$ cat src/rtl/sp_pkg.sv
// Shared definitions for the solar-panel optimizer acquisition path:
// ADC frame geometry, output width and the sampler FSM state encoding.
package sp_pkg;

  // 16-bit AD7476A-class frame: 4 leading zeros followed by 12 data bits.
  localparam int ADC_FRAME_BITS = 16;
  localparam int ADC_LEAD_ZEROS = 4;
  localparam int ADC_DATA_MSB   = 11;

  // Width of the averaged panel voltage handed to the optimizer.
  localparam int V_WIDTH        = 10;

  // Sampler FSM state, kept as plain encoded constants for legacy tools.
  typedef logic [1:0] adc_state_t;

  localparam adc_state_t ST_IDLE  = 2'd0;
  localparam adc_state_t ST_CONV  = 2'd1;
  localparam adc_state_t ST_DONE  = 2'd2;
  localparam adc_state_t ST_QUIET = 2'd3;

endpackage

$ cat src/rtl/adc_spi_shift.sv
// Serial front end for the ADC: generates ADC_SCLK from the system clock,
// counts its edges and shifts in one 16-bit frame, MSB first.
// A start pulse launches a frame. The done pulse is raised in the last clock
// of the frame, which is the cycle whose closing edge is the 16th ADC_SCLK
// rising edge. While done is high, frame already carries the bit that this
// edge samples. The caller can therefore register its results on that same
// edge.
module adc_spi_shift
  import sp_pkg::*;
#(
  parameter int CLK_DIV = 2
) (
  input  logic                      clk,
  input  logic                      rst,
  input  logic                      start,
  input  logic                      sdata,
  output logic                      sclk,
  output logic                      done,
  output logic [ADC_FRAME_BITS-1:0] frame
);

  // One frame is 16 falling plus 16 rising edges, starting from idle-high.
  localparam int TOGGLES = 2 * ADC_FRAME_BITS;
  localparam int TOG_W   = $clog2(TOGGLES);
  localparam int DIV_W   = (CLK_DIV < 2) ? 1 : $clog2(CLK_DIV);

  logic                      active;
  logic [DIV_W-1:0]          div_cnt;
  logic [TOG_W-1:0]          tog_cnt;
  logic [ADC_FRAME_BITS-1:0] shift_q;
  logic                      toggle_now;

  assign toggle_now = active && (div_cnt == DIV_W'(CLK_DIV - 1));
  assign done       = toggle_now && (tog_cnt == TOG_W'(TOGGLES - 1));
  assign frame      = {shift_q[ADC_FRAME_BITS-2:0], sdata};

  // Divider, edge counter and shift register; SCLK returns high after edge 32.
  // NOTE: sequential state uses non-blocking (<=) so every flop samples the pre-edge values.
  always_ff @(posedge clk) begin
    if (rst) begin
      active  <= 1'b0;
      div_cnt <= '0;
      tog_cnt <= '0;
      sclk    <= 1'b1;
      shift_q <= '0;
    end else if (start) begin
      active  <= 1'b1;
      div_cnt <= '0;
      tog_cnt <= '0;
    end else if (active) begin
      if (toggle_now) begin
        div_cnt <= '0;
        sclk    <= ~sclk;
        tog_cnt <= tog_cnt + 1'b1;
        if (!sclk) begin
          shift_q <= {shift_q[ADC_FRAME_BITS-2:0], sdata};
        end
        if (done) begin
          active <= 1'b0;
        end
      end else begin
        div_cnt <= div_cnt + 1'b1;
      end
    end
  end

endmodule

$ cat src/rtl/adc_sampler.sv
// Panel-voltage acquisition stage.
// A free-running sample timer launches ADC frames. Each frame is checked for
// its four leading zeros, and 2^AVG_LOG2 good samples are averaged into V_OUT.
// V_OUT only changes when V_VALID pulses, so the optimizer always sees a
// settled value.
module adc_sampler
  import sp_pkg::*;
#(
  parameter int CLK_DIV       = 2,
  parameter int SAMPLE_PERIOD = 1000,
  parameter int QUIET_CYCLES  = 4,
  parameter int AVG_LOG2      = 2
) (
  input  logic               CLK,
  input  logic               RESET,
  input  logic               ADC_SDATA,
  output logic               ADC_CS_N,
  output logic               ADC_SCLK,
  output logic [V_WIDTH-1:0] V_OUT,
  output logic               V_VALID,
  output logic               FRAME_ERR,
  output logic               OVERRUN
);

  localparam int TMR_W = (SAMPLE_PERIOD < 3) ? 1 : $clog2(SAMPLE_PERIOD);
  localparam int Q_W   = (QUIET_CYCLES < 2) ? 1 : $clog2(QUIET_CYCLES);
  localparam int ACC_W = V_WIDTH + AVG_LOG2;
  localparam int CNT_W = AVG_LOG2 + 1;

  adc_state_t                state;
  adc_state_t                state_next;
  logic [TMR_W-1:0]          tmr;
  logic [Q_W-1:0]            q_cnt;
  logic                      tick;
  logic                      start;
  logic                      quiet_last;
  logic                      shift_done;
  logic [ADC_FRAME_BITS-1:0] frame;
  logic                      frame_good;
  logic [V_WIDTH-1:0]        sample;
  logic [ACC_W-1:0]          acc;
  logic [ACC_W-1:0]          sum;
  logic [CNT_W-1:0]          cnt;
  logic [CNT_W-1:0]          cnt_inc;
  logic                      avg_full;
  logic                      unused_frame_lsbs;

  assign tick       = (tmr == TMR_W'(SAMPLE_PERIOD - 1));
  assign start      = (state == ST_IDLE) && tick;
  assign quiet_last = (q_cnt == Q_W'(QUIET_CYCLES - 1));

  // The two LSBs of the 12-bit conversion are dropped when forming a sample.
  assign unused_frame_lsbs = ^frame[ADC_DATA_MSB-V_WIDTH:0];

  adc_spi_shift #(
    .CLK_DIV (CLK_DIV)
  ) u_spi (
    .clk   (CLK),
    .rst   (RESET),
    .start (start),
    .sdata (ADC_SDATA),
    .sclk  (ADC_SCLK),
    .done  (shift_done),
    .frame (frame)
  );

  // Free-running sample timer; wraps at SAMPLE_PERIOD-1 whatever the FSM does.
  always_ff @(posedge CLK) begin
    if (RESET || tick) begin
      tmr <= '0;
    end else begin
      tmr <= tmr + 1'b1;
    end
  end

  // Next-state rules: IDLE waits for a tick, CONV for the last SCLK edge.
  // NOTE: state_next gets a default before the case so no path infers a latch.
  always_comb begin
    state_next = state;
    case (state)
      ST_IDLE:  if (tick)       state_next = ST_CONV;
      ST_CONV:  if (shift_done) state_next = ST_DONE;
      ST_DONE:                  state_next = ST_QUIET;
      ST_QUIET: if (quiet_last) state_next = ST_IDLE;
      default:                  state_next = ST_IDLE;
    endcase
  end

  // FSM register. ADC_CS_N is registered from the next state so it is glitch-free.
  always_ff @(posedge CLK) begin
    if (RESET) begin
      state    <= ST_IDLE;
      q_cnt    <= '0;
      ADC_CS_N <= 1'b1;
    end else begin
      state    <= state_next;
      q_cnt    <= (state == ST_QUIET) ? q_cnt + 1'b1 : '0;
      ADC_CS_N <= (state_next != ST_CONV);
    end
  end

  // Sticky overrun: a tick that finds the FSM busy is dropped and flagged.
  always_ff @(posedge CLK) begin
    if (RESET) begin
      OVERRUN <= 1'b0;
    end else if (tick && (state != ST_IDLE)) begin
      OVERRUN <= 1'b1;
    end
  end

  // The frame is judged on the edge that ends CONV. Results therefore appear
  // together with the rising ADC_CS_N, and DONE is the cycle that shows them.
  assign frame_good = (frame[ADC_FRAME_BITS-1 -: ADC_LEAD_ZEROS] == '0);
  assign sample     = frame[ADC_DATA_MSB -: V_WIDTH];
  assign sum        = acc + ACC_W'(sample);
  assign cnt_inc    = cnt + 1'b1;
  assign avg_full   = (cnt_inc == CNT_W'(1 << AVG_LOG2));

  // Accumulate good samples; publish the truncated mean once the set is full.
  always_ff @(posedge CLK) begin
    if (RESET) begin
      acc       <= '0;
      cnt       <= '0;
      V_OUT     <= '0;
      V_VALID   <= 1'b0;
      FRAME_ERR <= 1'b0;
    end else begin
      V_VALID   <= 1'b0;
      FRAME_ERR <= 1'b0;
      if (shift_done && (state == ST_CONV)) begin
        if (!frame_good) begin
          FRAME_ERR <= 1'b1;
        end else if (avg_full) begin
          V_OUT   <= sum[ACC_W-1:AVG_LOG2];
          V_VALID <= 1'b1;
          acc     <= '0;
          cnt     <= '0;
        end else begin
          acc <= sum;
          cnt <= cnt_inc;
        end
      end
    end
  end

endmodule

$ cat config.mk
export PLATFORM = sky130hd
export DESIGN_NAME = adc_sampler
export DESIGN_NICKNAME = d
export VERILOG_FILES = /design/src/rtl/sp_pkg.sv /design/src/rtl/adc_spi_shift.sv /design/src/rtl/adc_sampler.sv
export SDC_FILE = /design/constraint.sdc
export NUM_CORES = 1
export LEC_CHECK = 0
export ABC_AREA = 1
export CAP_MARGIN = 15
export CORE_ASPECT_RATIO = 1.2
export CORE_MARGIN = 1.5
export CORE_UTILIZATION = 53
export DETAILED_ROUTE_END_ITERATION = 8
export DONT_BUFFER_PORTS = 1
export PLACE_DENSITY_LB_ADDON = 0.25
export SLEW_MARGIN = 25
export SYNTH_ARGS = -nofsm -noshare
export SYNTH_HDL_FRONTEND = slang
export SYNTH_SLANG_ARGS = --single-unit
export TNS_END_PERCENT = 20
$ cat constraint.sdc
create_clock -name CLK -period 3.1 [get_ports CLK]
set_input_delay 0.155 -clock CLK [delete_from_list [all_inputs] [get_ports CLK]]
set_output_delay 0.155 -clock CLK [all_outputs]
set_load 0.03 [all_outputs]
==> metrics.csv, run 1 <==
metric;value;unit
clkTransAtPathRegs;70;ps
drive_above_1_share;8.764;%
leakagePower;1.551;nW
ir_drop;0.0003737;V
cts-root-buf;clkbuf_8;
status;complete, no violations;
critPathRequiredTime;3350;ps
clk_path_buf_depth;2;
ys_types;37;
stdcell_area;3488;um2
numCtsBuffers;9;
path_max_fanout;3;
rows;30;
antenna_found_initial;0;
whs_path_depth;2;
routedWlPerCell;11.88;um
die_x;73.98;um
ys_ff_latch;66;
fin_tns_setup;0;ps
synth_fp_nets;458;
final_nets;462;
pin_count;18;
hold_viol_final;0;
setup_viol;0;
grt_first_pass_wirelength;10850;um
criticalPathCategory;reg2reg;
die_area;6523;um2
rsz0062_at_grt;no;
cts_tree;built;
cp_data_arrival_time;2220;ps
clock.fmax;0.5086;GHz
insertedDiodeCount;0;
ctsHoldBuffers;2;
portBuffers;0;
grt_overflow;0;
hpwl;4413;um
grt_max_degree;29;
start_util;55.80;%
placed_area;3256;um2
die_h;88.18;um
area_growth;8.864;%
worst_setup_path_end_kind;flop;
synthArstFlopShare;0;%
r2r_cells;11;
ctsHtreeMaxLevel;3;
wl;6239;um
syn_avg_cell_area;7.333;um2
slew_violations;0;
ys_seq_area_share;41.23;%
synth_ff_type;dfxtp_1;
grt_pass1_vias;2521;
drtPass1Iterations;4;
vias;2666;
netlist.top_cell.by_area;dfxtp_1;
antenna_left;0;
final.period_utilization;63.42;%
tightest_slew;677.4;ps
power_density;480.8;nW/um2
clk-insertion-delay-late;350;ps
synth-edff-count;0;
cap_viol_max_count;0;
cts_sinks;66;
synth_most_common_cell;nand2_1;
core;5743;um2
synth_warnings;0;
vias_per_cell;5.078;
post_cts_buffers;0;
critPathLaunchType;flop;
fin_skew;4.539;ps
post_synth_instance_area;3204;um2
layout_min_cycle_time;1966;ps
drc_errors;0;
cts_resized;0;
routabilityCongestion;0.8328;
synth_common_cells;nand2_1, dfxtp_1, nor2_1, inv_1, a21oi_1;
first_iter_violations;116;
synth_top_area_share;41.23;%
synth_area_leaders;dfxtp_1, nand2_1, ha_1, nor2_1, inv_1;
hold_class;in2reg;
synthCells;437;
relSlewSlack;54.56;%
grtUsageTotal;22.06;%
[layout by cell type, fill, tap and decap left out, types with 2 or more instances in the layout]
cell	n
nand3b_1	2
dfxtp_1	66
nand3_1	17
inv_1	49
nor3_1	2
bufinv_16	2
clkbuf_8	10
ha_1	17
o21ai_1	7
xor2_1	6
or2_2	3
o21a_1	6
nand2_1	112
inv_4	2
a21oi_1	34
inv_2	2
nor3b_1	4
nor2_4	2
o21ai_0	15
nor2_1	53
nand3_2	3
a31oi_1	2
nand2_2	2
nand4_1	6
a21oi_2	5
[worst max-delay path, cell delays in order (launching register included)]
cell and delay, ps:
dfxtp_1 330, ha_1 240, fa_1 450, nand2_1 100, nand3_1 110, nand3_1 100
nand2_1 60, or2_2 290, nand2_1 60, nand2_1 40, nand2_1 60, inv_1 30
[stage by stage]
step / hold slack (ps) / instances / setup slack [ps] / utilization (%) / total power [mW]
finish: 265.3 / 525 / 1134 / 60.74 / 1.677
global route: 294.3 / 525 / 934.6 / 60.74 / 1.738
CTS: 391.8 / 525 / 1111 / 60.83 / 1.692
detailed placement: 223.1 / 508 / 1154 / 56.69 / 0.8879
global placement: 223.2 / 508 / 1145 / 56.69 / 0.8877
floorplan: 289.9 / 437 / 1307 / - / 0.8891
[flip-flops by register name (all words and copies together), names as in the netlist, 2 cells and up]
| register | flops |
|---|---|
| u_spi.shift_q | 15 |
| acc | 12 |
| cnt | 3 |
| tmr | 10 |
| state | 2 |
| q_cnt | 2 |
| V_OUT | 10 |
| u_spi.tog_cnt | 5 |
[per-layer routing]
layer	GRT usage (%)	share of wire (%)	routed length (um)	up-vias
met5	0	0	0	-
met4	12.63	2.6	163	0
met3	4.488	2.9	182	14
met2	38.07	50	3098	31
met1	24.86	45	2794	1218
li1	-	-	-	1403
[path summary, 6_finish.rpt]
| kind | startpoint | end | slack, ps |
|---|---|---|---|
| setup / recovery | u_spi.shift_q[1]$_SDFFE_PP0P_ | V_OUT[4]$_SDFFE_PP0P_ | 1130 |
| hold / removal | RESET | V_VALID$_SDFF_PP0_ | 270 |
| setup reg to reg | u_spi.shift_q[1]$_SDFFE_PP0P_ | V_OUT[4]$_SDFFE_PP0P_ | 1130 |
| hold reg to reg | q_cnt[0]$_SDFF_PP0_ | q_cnt[0]$_SDFF_PP0_ | 450 |
[layout make-up]
| cell class | instances | area, um2 |
|---|---|---|
| flip-flops and latches | 66 | 1321 |
| clock buffers | 11 | 141.4 |
| fillers | 541 | 2255 |
| well taps | 80 | 100.1 |
| inverters | 55 | 212.7 |
| multi-input cells | 306 | 1614 |
| clock inverters | 4 | 76.32 |
| repair buffers | 3 | 22.52 |
[logic make-up after synthesis]
| family | Yosys count | share of synthesized area [%] |
|---|---|---|
| compound gates | 70 | 12.14 |
| xor+xnor | 7 | 1.913 |
| fa+ha+maj | 18 | 7.263 |
| buf+inv | 65 | 8.395 |
| flops | 66 | 41.23 |
| simple gates | 211 | 29.05 |
[power breakdown]
group          switching (mW)  total (mW)  internal (mW)
Sequential            0.00215       0.853          0.851
Combinational          0.0171      0.0227        0.00556
Clock                   0.330       0.802          0.472
(Power assumes the default switching activity.)
==> run 2, diff against run 1 <==
--- a/config.mk
+++ b/config.mk
@@ -5,7 +5,7 @@
 export SDC_FILE = /design/constraint.sdc
 export NUM_CORES = 1
 export LEC_CHECK = 0
-export ABC_AREA = 1
+export ABC_AREA = 0
 export CAP_MARGIN = 15
 export CORE_ASPECT_RATIO = 1.2
 export CORE_MARGIN = 1.5
==> constraint.sdc (replaced) <==
create_clock -name CLK -period 2 [get_ports CLK]
set_input_delay 0.1 -clock CLK [delete_from_list [all_inputs] [get_ports CLK]]
set_output_delay 0.1 -clock CLK [all_outputs]
set_load 0.03 [all_outputs]
==> run 2 against run 1 <==
  * Worst hold slack got worse by 240 ps
  * Flip-flop and latch count unchanged
  * Die area decreased by 1.6%
  * Critical endpoint is now acc[11]$_SDFFE_PP0P_
==> metrics.csv, run 2 <==
metric;value;unit;change
status;complete, no violations;;
clock.fmax;0.5131;GHz;+0.88%
setup_viol;0;;unchanged
drive_above_1_share;21.96;%;+13 points
synth_warnings;0;;unchanged
die_h;87.48;um;-0.79%
cts_tree;built;;
synth_fp_nets;370;;-19%
cts_sinks;66;;unchanged
final_nets;403;;-13%
reg_top3;u_spi.shift_q (15), acc (12);;
fin_skew;6.436;ps;+1.897 ps
synthCells;349;;-20%
p_int;1.984;mW;+49%
stdcell_area;3842;um2;+10%
hold_ws;22.35;ps;-242.9 ps
seq_power_share;52.5;%;+1.7 points
drtPass1Iterations;4;;unchanged
synth-edff-count;0;;unchanged
layout_min_cycle_time;1949;ps;-17.16 ps
ctsHtreeMaxLevel;3;;unchanged
critPathRequiredTime;2280;ps;-1070 ps
leakagePower;1.457;nW;-6.1%
syn_avg_cell_area;9.031;um2;+23%
cts-root-buf;clkbuf_8;;
synth_area_leaders;dfxtp_1, ha_1, mux2i_1, nor2_1, a21oi_1;;
insertedDiodeCount;0;;unchanged
seqCellArea;1330;um2;+0.66%
drc_errors;0;;unchanged
grt_pass1_vias;2513;;-0.32%
first_iter_violations;144;;+24%
timing.final.ws_setup;51.12;ps;-1083 ps
area_growth;21.91;%;
hpwl;4655;um;+5.5%
utilization;67.35;%;+6.6 points
synth_ff_type;dfxtp_1;;
antenna_left;0;;unchanged
fillers;458;;-15%
vias;2617;;-1.8%
die_area;6420;um2;-1.6%
criticalPathCategory;reg2reg;;
power_density;658.8;nW/um2;+37%
portBuffers;0;;unchanged
relSlewSlack;71.35;%;+17 points
multi_input_area;1827;um2;+13%
p_comb_share;2.0;%;+0.6 points
vias_per_cell;5.604;;+10%
clk_path_buf_depth;2;;unchanged
grt_max_degree;63;;+120%
core;5705;um2;-0.65%
cap_viol_max_count;0;;unchanged
rsz0062_at_grt;yes;;
grtUsageTotal;21.99;%;-0.076 points
post_synth_instance_area;3152;um2;-1.6%
synth_top_area_share;41.92;%;+0.69 points
grt_first_pass_wirelength;10780;um;-0.70%
placed_area;3441;um2;+5.7%
fin_tns_setup;0;ps;unchanged
largest_reg_flops;15;;unchanged
netlist.top_cell.by_area;dfxtp_1;;
clkTransAtPathRegs;70;ps;about the same
numCtsBuffers;9;;unchanged
routabilityCongestion;0.9010;;+8.2%
netSwitchingFraction;21.63;%;+0.81 points
layout_commonest_cell;dfxtp_1;;
layout_common_cells;dfxtp_1, nor2_1, buf_4, nand2_1, a21oi_1;;
ys_ff_latch;66;;unchanged
critPathLaunchType;flop;;
worst_setup_path_end_kind;flop;;
hold_viol_final;0;;unchanged
pre_cts_slack;-57.55;ps;-1212 ps
power_frac_clock;45.5;%;-2.3 points
ys_types;54;;+46%
routedWlPerCell;14.43;um;+21%
ys_seq_area_share;41.92;%;+0.69 points
start_util;55.24;%;-0.55 points
path_max_fanout;2;;-1
p_sw;0.5475;mW;+57%
wl;6737;um;+8.0%
top_register;u_spi.shift_q;;
ir_drop;0.0005328;V;+43%
final.period_utilization;97.44;%;+34 points
pin_count;18;;unchanged
clk-insertion-delay-late;350;ps;about the same
tightest_slew;429.2;ps;-248.3 ps
antenna_found_initial;0;;unchanged
hold_class;in2reg;;
cp_data_arrival_time;2230;ps;about the same
grt_overflow;0;;unchanged
synth_most_common_cell;dfxtp_1;;
rows;30;;unchanged
die_x;73.40;um;-0.79%
slew_violations;0;;unchanged
synthArstFlopShare;0;%;unchanged
synth_common_cells;dfxtp_1, nor2_1, nand2_1, a21oi_1, mux2i_1;;
[run 2: worst max-delay path: stages (launching register included)]
cell	delay, ps
dfxtp_1	330
ha_1	310
and2_4	180
a221oi_4	260
a211oi_2	130
or4b_1	510
a31oi_1	150
[run 2: repair_timing]
item                       4_1_cts  5_1_grt
setup buffers                    0        4
hold buffers                     2        0
gates resized for setup          4       26
pin swaps                        3       14
setup endpoints to repair        8       34
gates cloned                     0        1
hold endpoints to repair        51        0
[run 2: path summary, 6_finish.rpt]
check | start | endpoint | slack (ps) | cells after the start
setup reg to reg | u_spi.shift_q[4]$_SDFFE_PP0P_ | acc[11]$_SDFFE_PP0P_ | 50 | 6
setup / recovery | u_spi.shift_q[4]$_SDFFE_PP0P_ | acc[11]$_SDFFE_PP0P_ | 50 | 6
hold reg to reg | q_cnt[0]$_SDFF_PP0_ | q_cnt[0]$_SDFF_PP0_ | 430 | 1
hold / removal | RESET | tmr[1]$_SDFF_PP0_ | 20 | 2
[run 2: layer usage]
layer,GRT usage [%],up-vias,share of wire (%)
li1,-,1320,-
met1,24.09,1224,42
met2,38.02,56,51
met3,5.903,17,4.2
met4,12.12,0,3.0
met5,0,-,0
[run 2: logic make-up (layout without fill, tap and decap cells)]
kind of cell	after synthesis	count (layout)	share of synthesized area, %
simple gates	145	145	24.22
fa+ha+maj	18	18	7.384
compound gates	63	63	12.74
mux	18	18	5.716
buf+inv	25	63	4.128
flops	66	66	41.92
xor+xnor	14	14	3.890
[run 2: area by class of cell]
| type | instances | share of cell area [%] |
|---|---|---|
| multi-input combinational | 258 | 47.54 |
| sequential | 66 | 34.61 |
| timing repair buffer | 39 | 9.118 |
| clock buffer | 12 | 4.038 |
| tap | 80 | 2.605 |
| clock inverter | 4 | 1.303 |
| inverter | 8 | 0.7815 |
[run 2: metrics by stage]
| step | instances | power [mW] |
|---|---|---|
| after global routing | 467 | 2.612 |
| after floorplan | 349 | 1.394 |
| after global placement | 444 | 1.383 |
| after detailed placement | 444 | 1.385 |
| final | 467 | 2.532 |
| after CTS | 462 | 2.550 |
[run 2: power groups by stage]
stage | registers, mW | logic [mW] | clock network, mW
after floorplan | 1.36 | 0.0376 | 0
after global placement | 1.36 | 0.0270 | 0
after detailed placement | 1.36 | 0.0280 | 0
after CTS | 1.33 | 0.0507 | 1.17
after global routing | 1.33 | 0.0574 | 1.23
final | 1.33 | 0.0516 | 1.15
==> run 3, diff against run 2 <==
--- a/config.mk
+++ b/config.mk
@@ -5,11 +5,11 @@
 export SDC_FILE = /design/constraint.sdc
 export NUM_CORES = 1
 export LEC_CHECK = 0
-export ABC_AREA = 0
+export ABC_AREA = 1
 export CAP_MARGIN = 15
 export CORE_ASPECT_RATIO = 1.2
 export CORE_MARGIN = 1.5
-export CORE_UTILIZATION = 53
+export CORE_UTILIZATION = 50
 export DETAILED_ROUTE_END_ITERATION = 8
 export DONT_BUFFER_PORTS = 1
 export PLACE_DENSITY_LB_ADDON = 0.25
==> run 3 against run 2 <==
  * Wire length decreased by 5.8%
  * Setup slack gained 91 ps
  * Design area down 7.4%
  * Cell count up 14%
  * Critical endpoint is now V_OUT[4]$_SDFFE_PP0P_
  * Count of clock-buffer cells in the layout fell by 1
==> metrics.csv, run 3 (synthesis gave the netlist of run 1 again) <==
metric;value;unit;change
hold_ws;170.1;ps;+147.7 ps
cts-root-buf;clkbuf_8;;
cp_data_arrival_time;2110;ps;-120 ps
hold_viol_final;0;;unchanged
p_int;1.977;mW;-0.34%
layout_min_cycle_time;1858;ps;-91.18 ps
vias;2664;;+1.8%
largest_reg_flops;15;;unchanged
reg2reg_to;V_OUT[4]$_SDFFE_PP0P_;;
layout_commonest_cell;nand2_1;;
clk-insertion-delay-late;340;ps;about the same
fin_skew;6.284;ps;-0.1519 ps
worst_setup_path_end_kind;flop;;
power_density;713.4;nW/um2;+8.3%
p_sw;0.5622;mW;+2.7%
criticalPathCategory;reg2reg;;
slew_violations;0;;unchanged
power_frac_clock;46.4;%;+0.9 points
antenna_found_initial;0;;unchanged
pin_count;18;;unchanged
insertedDiodeCount;0;;unchanged
grt_max_degree;28;;-56%
layout_common_cells;nand2_1, dfxtp_1, nor2_1, inv_1, a21oi_1;;
netSwitchingFraction;22.14;%;+0.51 points
final.period_utilization;92.88;%;-4.6 points
cts_tree;built;;
portBuffers;0;;unchanged
seq_power_share;52.0;%;-0.5 points
cpPeakStageDelay;380;ps;-130 ps
rsz0062_at_grt;yes;;
area_growth;11.09;%;
seqCellArea;1323;um2;-0.56%
fillers;585;;+28%
drtPass1Iterations;4;;unchanged
hold_class;in2reg;;
start_util;52.29;%;-3.0 points
hpwl;4620;um;-0.75%
grt_pass1_vias;2549;;+1.4%
critPathLaunchType;flop;;
numCtsBuffers;9;;unchanged
drc_errors;0;;unchanged
crit_chain;ha_2, fa_1, nand2_1, nand3_2, nand3_1, nand2_1, or2_2, nand2_1, nand2_1, nand2_1, inv_1;;
cts_sinks;66;;unchanged
drive_above_1_share;11.28;%;-11 points
ir_drop;0.0003047;V;-43%
clk_path_buf_depth;2;;unchanged
clkTransAtPathRegs;80;ps;about the same
cap_viol_max_count;0;;unchanged
vias_per_cell;4.989;;-11%
antenna_left;0;;unchanged
top_register;u_spi.shift_q;;
core;6128;um2;+7.4%
reg_top3;u_spi.shift_q (15), acc (12);;
die_h;90.70;um;+3.7%
leakagePower;1.579;nW;+8.4%
ctsHtreeMaxLevel;3;;unchanged
rows;31;;+3.3%
r2r_cells;11;;+5
final_nets;468;;+16%
path_max_fanout;3;;+1
cp_common_cell;nand2_1;;
grtUsageTotal;20.32;%;-1.7 points
timing.critical_path.max_delay_family;simple AND/OR/NAND/NOR gates;;
instances_no_fill;534;;+14%
first_iter_violations;143;;-0.69%
routedWlPerCell;11.88;um;-18%
routabilityCongestion;0.8890;;-1.3%
r2r-start;u_spi.shift_q[1]$_SDFFE_PP0P_;;
critPathSlowestCell;fa_1;;
cp_num_buf_inv;1;;+1
p_comb_share;1.5;%;-0.5 points
setup_viol;0;;unchanged
crit_start;u_spi.shift_q[1]$_SDFFE_PP0P_;;
grt_overflow;0;;unchanged
die_x;76.08;um;+3.7%
grt_first_pass_wirelength;11230;um;+4.2%
endpoint;V_OUT[4]$_SDFFE_PP0P_;;
crit_cells;11;;+5
die_area;6900;um2;+7.5%
critPathRequiredTime;2250;ps;-30 ps
clock.fmax;0.5383;GHz;+4.9%
multi_input_area;1627;um2;-11%
tightest_slew;540.4;ps;+111.2 ps
relSlewSlack;63.97;%;-7.4 points
reg2reg_setup_slack;140;ps;+90 ps
wl;6343;um;-5.8%
dp.cells;515;;+16%
status;complete, no violations;;
run 3: changes by cell type in the layout (fill, tap and decap cells not counted), moves of 6 or more:
| cell | before | now |
|---|---|---|
| nand3b_1 | 11 | 2 |
| mux2i_1 | 17 | 0 |
| o21a_1 | 0 | 6 |
| nor3_1 | 8 | 2 |
| nor2_1 | 44 | 53 |
| a21oi_1 | 23 | 34 |
| inv_1 | 8 | 48 |
| nand2_1 | 27 | 112 |
| nand3_1 | 10 | 16 |
| buf_4 | 34 | 6 |
| xnor2_1 | 10 | 1 |
| o21ai_1 | 1 | 7 |
run 3: cell type report:
cell class | count | share of cell area [%]
multi-input cells | 306 | 45.69
well taps | 82 | 2.882
clock inverters | 5 | 1.722
repair buffers | 9 | 2.250
inverters | 55 | 6.046
flip-flops and latches | 66 | 37.15
clock buffers | 11 | 4.253
run 3: repair_timing:
action	in CTS	in global routing
buffers inserted	0	1
endpoints found under the setup margin	5	17
pin swaps	0	1
hold buffers	2	0
hold endpoints to repair	25	0
resized for setup	1	5
run 3: worst min-delay path by stage:
stage	start	cells past startpoint	endpoint	slack, ps
6_report	RESET	3	tmr[1]$_SDFF_PP0_	170
5_1_grt	RESET	4	u_spi.shift_q[13]$_SDFFE_PP0P_	230
4_1_cts	RESET	3	tmr[1]$_SDFF_PP0_	170
3_5_place_dp	RESET	1	acc[7]$_SDFFE_PP0P_	170
3_3_place_gp	RESET	1	acc[9]$_SDFFE_PP0P_	170
2_1_floorplan	ADC_SDATA	2	u_spi.shift_q[0]$_SDFFE_PP0P_	230
run 3: worst register-to-register path, stage by stage, from the launching register on:
cell	delay (ps)
dfxtp_2	350
ha_2	210
fa_1	380
nand2_1	100
nand3_2	80
nand3_1	70
nand2_1	60
or2_2	290
nand2_1	70
nand2_1	50
nand2_1	60
inv_1	40
run 3: power groups by stage:
| stage | registers [mW] | clock network (mW) | logic (mW) |
|---|---|---|---|
| 4_1_cts | 1.32 | 1.21 | 0.0405 |
| 2_1_floorplan | 1.35 | 0 | 0.0267 |
| 6_report | 1.32 | 1.18 | 0.0393 |
| 3_3_place_gp | 1.35 | 0 | 0.0279 |
| 3_5_place_dp | 1.35 | 0 | 0.0283 |
| 5_1_grt | 1.32 | 1.27 | 0.0450 |
run 3: layer usage:
layer,vias to the layer above,wire (um),global-route usage (%)
li1,1408,-,-
met1,1215,2867,23.47
met2,30,3209,35.14
met3,11,148,5.657
met4,0,116,8.642
met5,-,0,0
run 3: per-stage QoR:
| stage | utilization (%) | power (mW) | TNS [ps] | area (um2) | setup slack, ps |
|---|---|---|---|---|---|
| 2_1_floorplan | - | 1.378 | 0 | 3204 | 207.4 |
| 3_3_place_gp | 53.78 | 1.379 | -89.97 | 3296 | -24.97 |
| 3_5_place_dp | 53.78 | 1.380 | -283.1 | 3296 | -75.88 |
| 4_1_cts | 57.66 | 2.571 | 0 | 3533 | 21.97 |
| 5_1_grt | 58.08 | 2.635 | -22.92 | 3560 | -22.92 |
| 6_report | 58.08 | 2.540 | 0 | 3560 | 142.3 |
